==> src/rtl/half_adder_if.sv <==
`default_nettype none
// ============================================================================
// Module   : half_adder_if
// Purpose  : Operand/result handshake bundle for the half_adder lane array.
// Revision : 1.0 - initial release
// ============================================================================
interface half_adder_if #(
  parameter int WIDTH = 1
);
  logic [WIDTH-1:0] a;
  logic [WIDTH-1:0] b;
  logic             in_valid;
  logic             in_ready;
  logic [WIDTH-1:0] sum;
  logic [WIDTH-1:0] carry;
  logic             out_valid;
  logic             out_ready;

  modport master (
    output a, b, in_valid, out_ready,
    input  in_ready, sum, carry, out_valid
  );

  modport slave (
    input  a, b, in_valid, out_ready,
    output in_ready, sum, carry, out_valid
  );
endinterface
`default_nettype wire

==> src/rtl/half_adder.sv <==
`default_nettype none
// ============================================================================
// Module   : half_adder
// Purpose  : Registered array of independent half adders with valid/ready
//            handshake and wrap-around op/carry statistics counters.
// Revision : 1.0 - initial release
// ============================================================================
module half_adder #(
  parameter int WIDTH = 1,
  parameter int CNT_W = 16
) (
  input  wire logic             clk,
  input  wire logic             rst,
  half_adder_if.slave           bus,
  output logic      [CNT_W-1:0] op_count,
  output logic      [CNT_W-1:0] carry_count
);

  localparam logic [CNT_W-1:0] c_CNT_ONE = CNT_W'(1);

  logic [WIDTH-1:0] lane_sum;
  logic [WIDTH-1:0] lane_carry;

  logic [WIDTH-1:0] sum_q,         sum_d;
  logic [WIDTH-1:0] carry_q,       carry_d;
  logic             out_valid_q,   out_valid_d;
  logic [CNT_W-1:0] op_count_q,    op_count_d;
  logic [CNT_W-1:0] carry_count_q, carry_count_d;

  logic in_ready;
  logic accept;

  genvar i;
  generate
    for (i = 0; i < WIDTH; i++) begin : g_lanes
      assign lane_sum[i]   = bus.a[i] ^ bus.b[i];
      assign lane_carry[i] = bus.a[i] & bus.b[i];
    end
  endgenerate

  // Ready depends only on the output stage, never on in_valid.
  assign in_ready = !out_valid_q || bus.out_ready;
  assign accept   = bus.in_valid && in_ready;

  always_comb begin
    sum_d         = sum_q;
    carry_d       = carry_q;
    out_valid_d   = out_valid_q;
    op_count_d    = op_count_q;
    carry_count_d = carry_count_q;
    if (accept) begin
      sum_d       = lane_sum;
      carry_d     = lane_carry;
      out_valid_d = 1'b1;
      op_count_d  = op_count_q + c_CNT_ONE;
      if (|lane_carry) begin
        carry_count_d = carry_count_q + c_CNT_ONE;
      end
    end else if (bus.out_ready) begin
      out_valid_d = 1'b0;
    end
  end

  always_ff @(posedge clk or posedge rst) begin
    if (rst) begin
      sum_q         <= '0;
      carry_q       <= '0;
      out_valid_q   <= 1'b0;
      op_count_q    <= '0;
      carry_count_q <= '0;
    end else begin
      sum_q         <= sum_d;
      carry_q       <= carry_d;
      out_valid_q   <= out_valid_d;
      op_count_q    <= op_count_d;
      carry_count_q <= carry_count_d;
    end
  end

  assign bus.in_ready  = in_ready;
  assign bus.sum       = sum_q;
  assign bus.carry     = carry_q;
  assign bus.out_valid = out_valid_q;
  assign op_count      = op_count_q;
  assign carry_count   = carry_count_q;

endmodule
`default_nettype wire

==> src/flat_wrapper.sv <==
// flat-port wrapper written by rule: the top's interface ports become plain ports
module half_adder_flat 
#(
  parameter int WIDTH = 1,
  parameter int CNT_W = 16
)
  (clk, rst, op_count, carry_count, bus_a, bus_b, bus_in_valid, bus_out_ready, bus_in_ready, bus_sum, bus_carry, bus_out_valid);
  half_adder_if #(.WIDTH(WIDTH)) bus_i ();
  input  wire logic clk;
  input  wire logic rst;
  output logic      [CNT_W-1:0] op_count;
  output logic      [CNT_W-1:0] carry_count;
  input wire logic [$bits(bus_i.a)-1:0] bus_a;
  input wire logic [$bits(bus_i.b)-1:0] bus_b;
  input wire logic [$bits(bus_i.in_valid)-1:0] bus_in_valid;
  input wire logic [$bits(bus_i.out_ready)-1:0] bus_out_ready;
  output wire logic [$bits(bus_i.in_ready)-1:0] bus_in_ready;
  output wire logic [$bits(bus_i.sum)-1:0] bus_sum;
  output wire logic [$bits(bus_i.carry)-1:0] bus_carry;
  output wire logic [$bits(bus_i.out_valid)-1:0] bus_out_valid;
  assign bus_i.a = bus_a;
  assign bus_i.b = bus_b;
  assign bus_i.in_valid = bus_in_valid;
  assign bus_i.out_ready = bus_out_ready;
  assign bus_in_ready = bus_i.in_ready;
  assign bus_sum = bus_i.sum;
  assign bus_carry = bus_i.carry;
  assign bus_out_valid = bus_i.out_valid;
  half_adder #(.WIDTH(WIDTH), .CNT_W(CNT_W)) u_core (.clk(clk), .rst(rst), .bus(bus_i), .op_count(op_count), .carry_count(carry_count));
endmodule
==> config.mk <==
export PLATFORM = sky130hd
export DESIGN_NAME = half_adder_flat
export DESIGN_NICKNAME = d
export VERILOG_FILES = /design/src/rtl/half_adder_if.sv /design/src/rtl/half_adder.sv /design/src/flat_wrapper.sv
export SDC_FILE = /design/constraint.sdc
export NUM_CORES = 1
export LEC_CHECK = 0
export ABC_AREA = 1
export CAP_MARGIN = 20
export CORE_ASPECT_RATIO = 1.5
export CORE_MARGIN = 2
export CORE_UTILIZATION = 49
export DETAILED_ROUTE_END_ITERATION = 7
export PLACE_DENSITY = 0.78
export SYNTH_ARGS = -nofsm -noshare
export SYNTH_HDL_FRONTEND = slang
export SYNTH_SLANG_ARGS = --single-unit
==> constraint.sdc <==
create_clock -name clk -period 1.5 [get_ports clk]
set_clock_uncertainty 0.1 [all_clocks]
set_input_delay 0.3 -clock clk [delete_from_list [all_inputs] [get_ports clk]]
set_output_delay 0.3 -clock clk [all_outputs]
set_load 0.05 [all_outputs]
# Word-level counts from Yosys, hierarchy flattened
# Index checks and enable logic that the tools add are counted.
# totals
regBits,35
inputBits,6
elab_cells,16
# classes
add_sub_neg,2
muxes,2
bitwise_logic,2
n_reduce_logical,5
# ops
op,n
16-bit by 1-bit adder with 16-bit output (second input constant),2
1-bit two-way mux,2
2-bit AND reduction,1
2-bit nonzero test,1
1-bit AND,1
1-bit logical AND,1
1-bit logical NOT,1
1-bit logical OR,1
1-bit bitwise XOR,1

# Logic depth before layout (Yosys ltp)
# Gate-level depths: netlist of the first run.
# depth
word_depth,4
mapped_depth,8
depth_no_buf,8

# Worst setup path before layout of the first run
# Ideal clock, no wire load.
# synth_timing
path_kind,reg2reg
from,reg u_core.carry_count_q[0] (netlist: u_core.carry_count[0])
to,reg u_core.carry_count_q[12] (netlist: u_core.carry_count[12])
arrival_time_ns,1.489
t_required_ns,1.281
slack_ns,-0.208
stages_incl_launch_ff,9
cell_sequence,dfrtp_1 -> ha_1 -> nand2_1 -> nor2_1 -> nand2_1 -> nor2_1 -> nand2_1 -> nand2_1 -> nand2_1
# synth_between
elab_chain_len,1
# synth_lines
element,line_no,source
"start, declared",half_adder.sv:28,"logic [CNT_W-1:0] carry_count_q, carry_count_d;"
"start signal, assigned",half_adder.sv:76,carry_count_q <= carry_count_d;
16-bit by 1-bit adder with 16-bit output,half_adder.sv:57,carry_count_d = carry_count_q + c_CNT_ONE;
# No other way between the ends.
# A chain may end at the register's enable or synchronous reset.

# Final worst setup path of the first run
# layout_timing
from,reg u_core.out_valid_q (netlist: u_core.bus.out_valid)
to,out bus_in_ready
# layout_between
elab_chain_len,2
# layout_lines
element,line_no,source
"start, declared",half_adder.sv:26,"logic out_valid_q, out_valid_d;"
"start signal, assigned",half_adder.sv:74,out_valid_q <= out_valid_d;
1-bit logical NOT,half_adder.sv:42,assign in_ready = !out_valid_q || bus.out_ready;
1-bit logical OR,half_adder.sv:42,
"end, declared",flat_wrapper.sv:17,output wire logic [$bits(bus_i.in_ready)-1:0] bus_in_ready;
# No other way between the ends.

==> results of run 1 <==
[final timing paths]
| kind | startpoint | end | slack [ps] | cells past startpoint |
|---|---|---|---|---|
| max | u_core.bus.out_valid | bus_in_ready | 40 | 3 |
| min | rst | u_core.carry_count[14] | 250 | 3 |
| max reg2reg | u_core.carry_count[0] | u_core.carry_count[12] | 60 | 8 |
| min reg2reg | u_core.carry_count[6] | u_core.carry_count[6] | 450 | 1 |
| max in group asynchronous | rst | u_core.bus.out_valid | 850 | 3 |
| min in group clk | bus_out_ready | u_core.bus.out_valid | 360 | 4 |
[layer usage]
layer  wire length, um  vias to the layer above  global-route usage, %
li1                  -                      811                      -
met1              1570                      779                   27.1
met2              2580                       43                   41.2
met3               165                       14                   5.64
met4               122                        0                   9.49
met5                 0                        -                      0
[final cells by class]
type	instances	area share (%)
clock buffer	7	2.95
clock inverter	1	0.171
inverter	27	3.46
multi-input combinational	161	31.1
sequential	35	30.5
tap	43	1.84
timing repair buffer	54	30.0
[registers in the layout (all words and copies together), names as in the netlist]
| signal | count |
|---|---|
| u_core.carry_count | 16 |
| u_core.bus.sum | 1 |
| u_core.op_count | 16 |
| u_core.bus.out_valid | 1 |
| u_core.bus.carry | 1 |
[timing repair]
action	in CTS	in global routing
buffers inserted	1	6
gates cloned	0	1
pin swaps	1	9
setup endpoints to repair	2	14
gates resized for setup	2	11
[critical path, stage by stage, from the launching register on]
cell and delay [ps]:
dfrtp_2 440, nand2_8 90, buf_4 120, buf_12 120
[cells in the final DEF, fill, tap and decap left out, types with 2 or more instances in the layout]
master / netlist / layout
nand3b_1: 9 / 9
clkdlybuf4s50_1: 0 / 4
dfrtp_1: 35 / 21
dfrtp_2: 0 / 14
nand2_2: 0 / 3
xnor2_1: 6 / 6
nor2_1: 19 / 16
nand4_1: 5 / 5
nor2_4: 3 / 6
nand3_1: 11 / 10
xor2_1: 8 / 8
buf_12: 0 / 37
nand2_1: 86 / 83
buf_4: 0 / 12
nor3_1: 2 / 2
nor2_2: 1 / 2
inv_1: 27 / 26
clkbuf_8: 0 / 6
[logic make-up after synthesis]
group	synth area share (%)
buf+inv	6.14
fa+ha+maj	2.05
simple gates	36.2
compound gates	0.273
xor+xnor	7.57
flops	47.7
[power breakdown]
group	switching (W)	total, W	internal [W]
Combinational	0.00108	0.00206	0.000984
Sequential	0.000334	0.00148	0.00115
Clock	0.000342	0.000712	0.000370
Total	0.00175	0.00426	0.00251
[metrics by stage]
stage / setup WS (ps) / area [sq um] / setup TNS (ps) / total power, W / hold slack [ps]
2_1_floorplan: 0.329 / 1870 / 0 / 0.00238 / 311
6_report: 42.0 / 2930 / 0 / 0.00426 / 249
5_1_grt: -32.8 / 2930 / -78.8 / 0.00445 / 274
3_3_place_gp: -253 / 2750 / -5220 / 0.00336 / 415
4_1_cts: 1.64 / 2840 / 0 / 0.00412 / 260
3_5_place_dp: -292 / 2750 / -6180 / 0.00340 / 428
==> impl_results.md, run 1 <==
* Top cells by area, synth: dfrtp_1 48%, nand2_1 18%, inv_1 5.5%
* Final HPWL DP at 3080 um
* Root Buffer: clkbuf_8
* CTS tree: yes
* Routed len/inst at 13.5 um
* Remaining antenna violation count after routing at 0
* Core Util, Final at 81.1%
* HP Class: input port to asynchronous set/reset pin
* Critical path startpoint category: flop
* Clock tree buffer depth at 2
* Worst skew pair latency at 290 ps
* Vias per Instance at 5.02
* Count of state elements after synthesis at 35
* Async S/R FF share, synth at 100%
* Core ar. at 3610 sq um
* Die ar. at 4260 sq um
* Vias in the first global route at 1709
* Area of the multi-input gates at 911 sq um
* Final period utilization at 97.2%
* Fin. Hold Viols at 0
* Commonest cells post-synth: 86 x nand2_1, 35 x dfrtp_1, 27 x inv_1
* Power Density at 1450 nW/um^2
* Most instantiated library cell after synthesis: nand2_1
* Synth Cell Area at 1830 sq um
* Tmin final at 1460 ps
* # IOs at 42
* Clock-pin slew on the worst setup and hold paths at 70 ps
* Synthesized Nets at 232
* Worst relative slew slack at 82.6%
* Cell Rows at 27
* H-tree depth at 2
* Area share of the largest cell type after synthesis at 47.7%
* Clock sinks at 35
* Overflow after GRT at 0
* Diodes inserted at 0
* Post-Layout Cell Count at 328
* Share of cells above drive strength 1 at 31.9%
* Final nets at 293
* Fill cells at 201
* Final WL at 4440 um
* CTS Buf Count at 5
* Maximum VDD drop at 1.50 mV
* Post-route DRC at 0
* Die width at 54.0 um
* Leak at 1.39 nW
* Status: complete, no violations
* GPL Wtd Cong at 0.807
* Pin count of the biggest net entering global routing at 36
* Syn avg cell area at 8.23 sq um
* Worst EP required at 1100 ps
* Crit path max fanout at 4
* Die Y at 78.9 um
* Arr. time, crit path at 1060 ps
* Port-buffer cells at 41
* Yosys top cell by area: dfrtp_1
* Hold bufs inserted after CTS at 0
* Worst-Margin Slew at 261 ps
* Final setup fails at 0
* Initial antenna violation count at 0
* Final Slew Violations at 0
* TritonRoute pass-1 iters at 5
* Synth-to-Final Area Change at 59.8%
* DR iter-0 viols at 32
* Yosys cell types at 20
* Max cap viols at 0
* Syn. warnings at 0
* RSZ-0062 raised after global routing: yes
* Global-route wire length before repair at 7410 um
* Starting density of the core at 50.7%
* GRT Overall Usage at 23.9%
* WS Path Type: flop to output port
* Sequential Area at 893 sq um
* Seq/Total Area, Yosys at 47.7%
* EDFF count, synth at 0
* Vias at 1647
* Placed cells at 312
* Synth Flop Type: dfrtp_1
* Critical Path End Type: output port
* Synth Instances at 223
* F_max at 686 MHz
(Power assumes the default switching activity.)
==> inputs of run 2 (changes only) <==
--- a/config.mk
+++ b/config.mk
@@ -6,12 +6,12 @@
 export NUM_CORES = 1
 export LEC_CHECK = 0
 export ABC_AREA = 1
-export CAP_MARGIN = 20
 export CORE_ASPECT_RATIO = 1.5
-export CORE_MARGIN = 2
+export CORE_MARGIN = 1.5
 export CORE_UTILIZATION = 49
 export DETAILED_ROUTE_END_ITERATION = 7
 export PLACE_DENSITY = 0.78
+export RECOVER_POWER = 100
 export SYNTH_ARGS = -nofsm -noshare
 export SYNTH_HDL_FRONTEND = slang
 export SYNTH_SLANG_ARGS = --single-unit
==> impl_results.md, run 2 (synthesis gave the netlist of run 1 again) <==
* Status: complete, no violations
* Worst flop-to-flop path endpoint: u_core.carry_count[14]
* HP Class: input port to flop
* Final WL at 4280 um (-3.5%)
* Crit-path cells: nand2_8, buf_4, buf_12
* Core ar. at 3610 sq um (unchanged)
* Share of cells above drive strength 1 at 31.1% (-0.86 points)
* Most frequent cells in the layout: 83 x nand2_1, 36 x buf_12, 26 x inv_1, 20 x dfrtp_1
* Worst EP required at 1100 ps (about the same)
* Tmin final at 1470 ps (+13.3 ps)
* Overflow after GRT at 0 (unchanged)
* Vias at 1637 (-0.61%)
* Die Y at 77.9 um (-1.3%)
* Final Slew Violations at 0 (unchanged)
* Port-buffer cells at 41 (unchanged)
* R2R Path Start: u_core.carry_count[1]
* Total power at 0.00421 W (-1.2%)
* CTS Buf Count at 5 (unchanged)
* Initial antenna violation count at 0 (unchanged)
* Worst-Margin Slew at 853 ps (+592 ps)
* Pin count of the biggest net entering global routing at 36 (unchanged)
* Starting density of the core at 50.7% (unchanged)
* Remaining antenna violation count after routing at 0 (unchanged)
* Leak at 1.37 nW (-1.2%)
* Global-route wire length before repair at 6940 um (-6.3%)
* Critical Path End Type: output port
* Hold bufs inserted after CTS at 0 (unchanged)
* Diodes inserted at 0 (unchanged)
* WS Path Type: flop to output port
* Final HPWL DP at 3070 um (-0.23%)
* Vias in the first global route at 1570 (-8.1%)
* CTS tree: yes
* Root Buffer: clkbuf_8
* F_max at 680 MHz (-0.90%)
* CP max-delay cell: dfrtp_2
* Max cap viols at 0 (unchanged)
* Clock sinks at 35 (unchanged)
* Synth-to-Final Area Change at 57.7%
* Crit path max fanout at 4 (unchanged)
* R2r setup slk at 50 ps (about the same)
* Fin worst setup slack at 28.7 ps (-13.3 ps)
* Commonest non-fill, non-tap cell in the layout: nand2_1
* Sequential Area at 895 sq um (+0.14%)
* H-tree depth at 2 (unchanged)
* Routed len/inst at 13.3 um (-2.0%)
* DR iter-0 viols at 15 (-53%)
* Fill cells at 189 (-6.0%)
* R2r worst-path depth at 8 (unchanged)
* Die width at 53.0 um (-1.9%)
* Power Density at 1450 nW/um^2 (about the same)
* Post-Layout Cell Count at 323 (-1.5%)
* Clock tree buffer depth at 2 (unchanged)
* Worst skew pair latency at 290 ps (about the same)
* Placed cells at 312 (unchanged)
* Post-place setup slack at -300 ps (-7.64 ps)
* Cell Rows at 27 (unchanged)
* GPL Wtd Cong at 0.839 (+4.1%)
* GRT Overall Usage at 22.3% (-1.5 points)
* Clock-pin slew on the worst setup and hold paths at 70 ps (about the same)
* Min-Delay Endpoint: u_core.bus.out_valid
* Hold path depth at 4
* Worst relative slew slack at 43.2% (-39 points)
* Final period utilization at 98.1% (+0.88 points)
* Hold wc startpoint: bus_out_ready
* Final nets at 288 (-1.7%)
* Die ar. at 4130 sq um (-3.1%)
* Vias per Instance at 5.07 (+0.93%)
* # IOs at 42 (unchanged)
* Min Hold Slack at 363 ps (+114 ps)
* Final setup fails at 0 (unchanged)
* Fin. Hold Viols at 0 (unchanged)
* RSZ-0062 raised after global routing: yes
* Critical path startpoint category: flop
* Arr. time, crit path at 1070 ps (about the same)
* Post-route DRC at 0 (unchanged)
* Maximum VDD drop at 1.69 mV (+13%)
* Slowest cell delay on critical path at 420 ps (-20 ps)
* TritonRoute pass-1 iters at 4 (-1)
* Area of the multi-input gates at 916 sq um (+0.55%)
[run 2: worst max-delay path by stage]
stage                              to  depth (start not counted)  slack [ps]                  start
4_1_cts         u_core.carry_count[7]                          7          10                  bus_b
6_report                 bus_in_ready                          3          30   u_core.bus.out_valid
3_3_place_gp   u_core.carry_count[13]                          7        -260                  bus_b
5_1_grt        u_core.carry_count[14]                          8         -60  u_core.carry_count[1]
3_5_place_dp    u_core.carry_count[7]                          7        -300                  bus_b
2_1_floorplan  u_core.carry_count[12]                          8         0.3  u_core.carry_count[0]
[run 2: final cells by class]
cell class                      instances  share of cell area (%)
Clock buffer                            8                    3.46
Inverter                               27                    3.50
Multi-Input combinational cell        161                    31.7
Sequential cell                        35                    30.9
Tap cell                               43                    1.86
Timing Repair Buffer                   49                    28.6
[run 2: through the flow]
step,utilization [%],setup TNS (ps),instance area (sq um)
6_report,80.0,0,2890
5_1_grt,80.0,-73.8,2890
4_1_cts,79.1,0,2860
3_5_place_dp,75.9,-6250,2750
3_3_place_gp,75.9,-5230,2750
2_1_floorplan,-,0,1870
[run 2: worst max-delay path, delay by kind of cell, from the launching register on]
kind	cells	cell delay (ps)
flops	1	420
buf+inv	2	280
simple gates	1	80
[run 2: repair_timing]
action                     4_1_cts  5_1_grt
gates resized for setup          2       13
cloned                           0        1
buffers inserted                 2        0
setup endpoints to repair        5       13
pin swaps                        1        4
[run 2: per-layer routing]
| layer | vias up | GRT usage [%] | routed length (um) |
|---|---|---|---|
| met5 | - | 0 | 0 |
| met4 | 0 | 10.0 | 104 |
| met3 | 11 | 4.04 | 152 |
| met2 | 47 | 39.4 | 2400 |
| met1 | 779 | 25.0 | 1620 |
| li1 | 800 | - | - |
[run 2: where the power goes]
part / total (W) / internal (W) / switching (W) / leakage, nW
Clock: 0.000758 / 0.000419 / 0.000339 / 0.0515
Sequential: 0.00149 / 0.00115 / 0.000344 / 0.435
Combinational: 0.00195 / 0.000919 / 0.00104 / 0.888
